===== src/rtl/math_pkg.sv =====
`default_nettype none
// ---------------------------------------------------------------------------
// math_pkg : reduction operator selectors shared by the math blocks
// Rev 1.0  : initial release
// ---------------------------------------------------------------------------
package math_pkg;
  localparam int MATH_OP_XOR = 0;
  localparam int MATH_OP_ADD = 1;
endpackage
`default_nettype wire


===== src/rtl/math_op_arb.sv =====
`default_nettype none
// ---------------------------------------------------------------------------
// math_op_arb : round-robin packet scheduler sharing one XOR/ADD reduction
// Rev 1.0     : initial release
// ---------------------------------------------------------------------------
module math_op_arb #(
  parameter int REQ_COUNT = 4,
  parameter int MATH_OP   = math_pkg::MATH_OP_XOR,
  parameter int I_COUNT   = 8,
  parameter int I_WIDTH   = 4,
  parameter int O_WIDTH   = 8,
  localparam int IDW      = (REQ_COUNT > 1) ? $clog2(REQ_COUNT) : 1
) (
  input  logic                                        clk_i,
  input  logic                                        rst_i,
  input  logic [REQ_COUNT-1:0][I_COUNT-1:0][I_WIDTH-1:0] req_data_i,
  input  logic [REQ_COUNT-1:0]                        req_valid_i,
  input  logic [REQ_COUNT-1:0]                        req_last_i,
  output logic [REQ_COUNT-1:0]                        req_ready_o,
  output logic [O_WIDTH-1:0]                          out_data_o,
  output logic [IDW-1:0]                              out_id_o,
  output logic                                        out_valid_o,
  input  logic                                        out_ready_i
);

  typedef enum logic [1:0] {
    S_IDLE = 2'd0,
    S_BUSY = 2'd1,
    S_DONE = 2'd2
  } state_t;

  state_t               r_state;
  logic [IDW-1:0]       r_ptr;
  logic [IDW-1:0]       r_grant;
  logic [O_WIDTH-1:0]   r_acc;

  logic                 w_any;
  logic [IDW-1:0]       w_pick;
  logic [O_WIDTH-1:0]   w_red;
  logic [O_WIDTH-1:0]   w_acc_next;
  logic                 w_accept;

  // Descending scan so the last hit is the nearest valid requester at/after r_ptr.
  always_comb begin
    w_any  = 1'b0;
    w_pick = '0;
    for (int k = REQ_COUNT - 1; k >= 0; k--) begin
      logic [IDW-1:0] v_idx;
      v_idx = IDW'((int'(r_ptr) + k) % REQ_COUNT);
      if (req_valid_i[v_idx]) begin
        w_any  = 1'b1;
        w_pick = v_idx;
      end
    end
  end

  if (MATH_OP == math_pkg::MATH_OP_ADD) begin : g_add
    always_comb begin
      w_red = '0;
      for (int e = 0; e < I_COUNT; e++) begin
        w_red = w_red + O_WIDTH'(req_data_i[r_grant][e]);
      end
    end
    assign w_acc_next = r_acc + w_red;
  end else begin : g_xor
    always_comb begin
      w_red = '0;
      for (int e = 0; e < I_COUNT; e++) begin
        w_red = w_red ^ O_WIDTH'(req_data_i[r_grant][e]);
      end
    end
    assign w_acc_next = r_acc ^ w_red;
  end

  assign w_accept = (r_state == S_BUSY) && req_valid_i[r_grant];

  always_ff @(posedge clk_i) begin
    if (rst_i) begin
      r_state     <= S_IDLE;
      r_ptr       <= '0;
      r_grant     <= '0;
      r_acc       <= '0;
      req_ready_o <= '0;
      out_data_o  <= '0;
      out_id_o    <= '0;
      out_valid_o <= 1'b0;
    end else begin
      case (r_state)
        S_IDLE: begin
          if (w_any) begin
            r_grant     <= w_pick;
            r_acc       <= '0;
            req_ready_o <= REQ_COUNT'(1) << w_pick;
            r_state     <= S_BUSY;
          end
        end
        S_BUSY: begin
          if (w_accept) begin
            r_acc <= w_acc_next;
            if (req_last_i[r_grant]) begin
              out_data_o  <= w_acc_next;
              out_id_o    <= r_grant;
              out_valid_o <= 1'b1;
              req_ready_o <= '0;
              r_state     <= S_DONE;
            end
          end
        end
        S_DONE: begin
          if (out_ready_i) begin
            out_valid_o <= 1'b0;
            r_ptr       <= (r_grant == IDW'(REQ_COUNT - 1)) ? '0 : r_grant + 1'b1;
            r_state     <= S_IDLE;
          end
        end
        default: begin
          r_state     <= S_IDLE;
          req_ready_o <= '0;
          out_valid_o <= 1'b0;
        end
      endcase
    end
  end

endmodule
`default_nettype wire


===== config.mk =====
export PLATFORM = sky130hd
export DESIGN_NAME = math_op_arb
export DESIGN_NICKNAME = d
export VERILOG_FILES = /design/src/rtl/math_pkg.sv /design/src/rtl/math_op_arb.sv
export SDC_FILE = /design/constraint.sdc
export NUM_CORES = 1
export LEC_CHECK = 0
export BUFFER_PORTS_ARGS = -buffer_cell sky130_fd_sc_hd__buf_2
export CAP_MARGIN = 20
export CORE_MARGIN = 3
export CORE_UTILIZATION = 45
export DETAILED_ROUTE_END_ITERATION = 7
export GPL_TIMING_DRIVEN = 0
export MAX_ROUTING_LAYER = met4
export PLACE_DENSITY = 0.87
export SLEW_MARGIN = 20
export SYNTH_ARGS = -nofsm -noshare
export SYNTH_HDL_FRONTEND = slang
export SYNTH_SLANG_ARGS = --single-unit

===== constraint.sdc =====
create_clock -name clk_i -period 3.06 [get_ports clk_i]
set_input_delay 0.612 -clock clk_i [delete_from_list [all_inputs] [get_ports clk_i]]
set_output_delay 0.612 -clock clk_i [all_outputs]
set_load 0.005 [all_outputs]

==> impl_metrics.tcl <==
set metrics [dict create \
    syn_to_final_growth_pct 40.6 \
    dpl-instance-area_um2 2960 \
    clock_skew_ns 0.00307 \
    slowest_delay_ns 0.53 \
    finalHoldViolCount 0 \
    synth_cell_types 37 \
    fin_setup_tns_ns 0 \
    fillers 373 \
    async_reset_ff_share_pct 0 \
    avgViaCountPerCell 5.22 \
    ctsHoldBuffers 0 \
    start_util_pct 47.8 \
    multi_input_area_um2 1610 \
    endpoint_kind "flop" \
    post_cts_resized 0 \
    finalPower_w 0.000967 \
    synth_warnings 0 \
    num_antenna_cells 0 \
    synthCells 227 \
    clock_latency_ns 0.26 \
    synth_area_um2 2140 \
    cp_cell_sequence "buf_6 -> buf_12 -> mux4_2 -> xnor3_1 -> or4_1 -> nand3_1" \
    track_usage_pct 23.7 \
    drv_slew 0 \
    outcome "finished, final reports clean" \
    synth-edff-count 0 \
    required_ns 3.27 \
    yosysTopAreaCell "dfxtp_1" \
    peakVddDrop_uv 168 \
    register_area_um2 420 \
    path_buf_inv 2 \
    routed-via-count 2271 \
    ys.flop_type "dfxtp_1" \
    synth_top_area_share_pct 19.7 \
    power_density_nw_per_um2 322 \
    grt_antenna_before_repair 0 \
    synth_area_leaders "dfxtp_1, xor2_1, mux4_2" \
    io_buffer_count 149 \
    grt_max_degree 12 \
    numCtsBuffers 3 \
    grt_pass1_wl_mm 9.84 \
    stdcell_count 435 \
    cts.sinks 21 \
    grt-ovfl-total 0 \
    slew_headroom_pct 62.7 \
    fp.dieW_um 74.9 \
    rows 24 \
    hp-class "flop to flop" \
    wl_per_cell_um 14.9 \
    drtAntennaViolNets 0 \
    die_h_um 74.9 \
    die_area_um2 5610 \
    ios 154 \
    clk_pin_slew_ns 0.08 \
    rsz0062_at_grt "false" \
    crit_type "flop to flop" \
    gp_congestion 0.871 \
    layout_commonest_cell "buf_2" \
    dr.pass1.iters 4 \
    p_leak_nw 1.41 \
    cts_tree "done" \
    stdcell_area_um2 3000 \
    dp.final_hpwl_mm 5.51 \
    layout_common_cells "buf_2, xor2_1, xnor2_1" \
    nets 524 \
    crit_family "simple AND/OR/NAND/NOR gates" \
    drc 0 \
    clk_path_buf_depth 2 \
    cp_max_fo 10 \
    worst_path_max_delay_cell "mux4_2" \
    drv_cap 0 \
    ctsRootBufferMaster "clkbuf_8" \
    layout-drive-gt1-share_pct 47.3 \
    worst_ep_arrival_time_ns 2.33 \
    critPathLaunchType "flop" \
    core_area_um2 4470 \
    grt_pass1_vias 2325 \
    post_cts_buffers 0 \
    max_freq_ghz 0.472 \
    drt_wl_total_mm 6.50 \
    placed_cells 431 \
    worst_pin_slew_ns 0.555 \
    ys_seq_elements 21 \
    post-route-period-util_pct 69.3 \
    period_needed_ns 2.12 \
    syn_area_per_cell_um2 9.41 \
    dr.first_iter.drc_count 116 \
    ys_seq_area_share_pct 19.7 \
    h-tree-depth 1 \
    setup_viol 0 \
]
==> area by class of cell <==
type	instances	area share [%]
repair buffers	149	24.8
flip-flops and latches	21	14.0
clock buffers	4	1.50
inverters	1	0.125
plain buffers	14	3.79
multi-input cells	194	53.6
well taps	52	2.17
==> cells by family (layout without fill, tap and decap cells) <==
| family | Yosys count | after routing | share of synthesized area [%] |
|---|---|---|---|
| compound gates | 34 | 34 | 10.8 |
| xor+xnor | 68 | 68 | 29.2 |
| fa+ha+maj | 1 | 1 | 0.585 |
| buf+inv | 15 | 168 | 5.50 |
| flops | 21 | 21 | 19.7 |
| mux | 26 | 26 | 20.4 |
| other cells | 1 | 4 | 0.175 |
| simple gates | 61 | 61 | 13.8 |
==> sequential cells by signal (all words and copies together), names as in the netlist <==
signal / flops
out_data_o: 4
out_valid_o: 1
r_ptr: 2
req_ready_o: 4
r_state: 2
r_grant: 2
out_id_o: 2
r_acc: 4
==> cell usage after synthesis, types with 3 or more instances <==
cell,n
nand3_1,4
mux4_2,14
buf_4,8
nand3b_1,3
o22ai_1,6
dfxtp_1,21
a21oi_1,11
nor2_1,25
xor2_1,38
mux2i_1,12
a22oi_1,4
xnor2_1,28
nor3_1,3
o21ai_0,4
clkbuf_1,3
nand2_1,13
==> routing by layer <==
| layer | vias up | part of all wire (%) | routed length (um) | track usage [%] |
|---|---|---|---|---|
| met5 | - | 0 | 0 | - |
| met4 | 0 | 1.7 | 113 | 6.13 |
| met3 | 15 | 7.5 | 487 | 2.67 |
| met2 | 122 | 56 | 3610 | 46.4 |
| met1 | 1024 | 35 | 2290 | 24.7 |
| li1 | 1110 | - | - | - |
==> power by group <==
part	switching [W]	internal, W
clock	0.0000918	0.0000929
sequential	0.0000158	0.000294
combinational	0.000209	0.000264
==> tightest hold or removal path, cell delays in order (launching register included) <==
cell,delay [ns]
dfxtp_1,0.32
nand2_1,0.05
a21oi_1,0.06
==> through the flow <==
stage	worst slack [ns]	utilization, %	hold slack (ns)
2_1_floorplan	1.02	-	0.445
3_3_place_gp	0.853	66.1	0.442
3_5_place_dp	0.808	66.1	0.462
4_1_cts	0.945	67.1	0.474
5_1_grt	0.819	67.1	0.485
6_report	0.940	67.1	0.471
==> path summary, 6_finish.rpt <==
check                                 start            end  slack, ns  cells after the start
worst max register to register   r_grant[0]  out_data_o[2]       0.94                      6
worst min-delay path            out_id_o[0]    out_id_o[0]       0.47                      2
worst max-delay path             r_grant[0]  out_data_o[2]       0.94                      6
worst min register to register  out_id_o[0]    out_id_o[0]       0.47                      2
(Power assumes the default switching activity.)
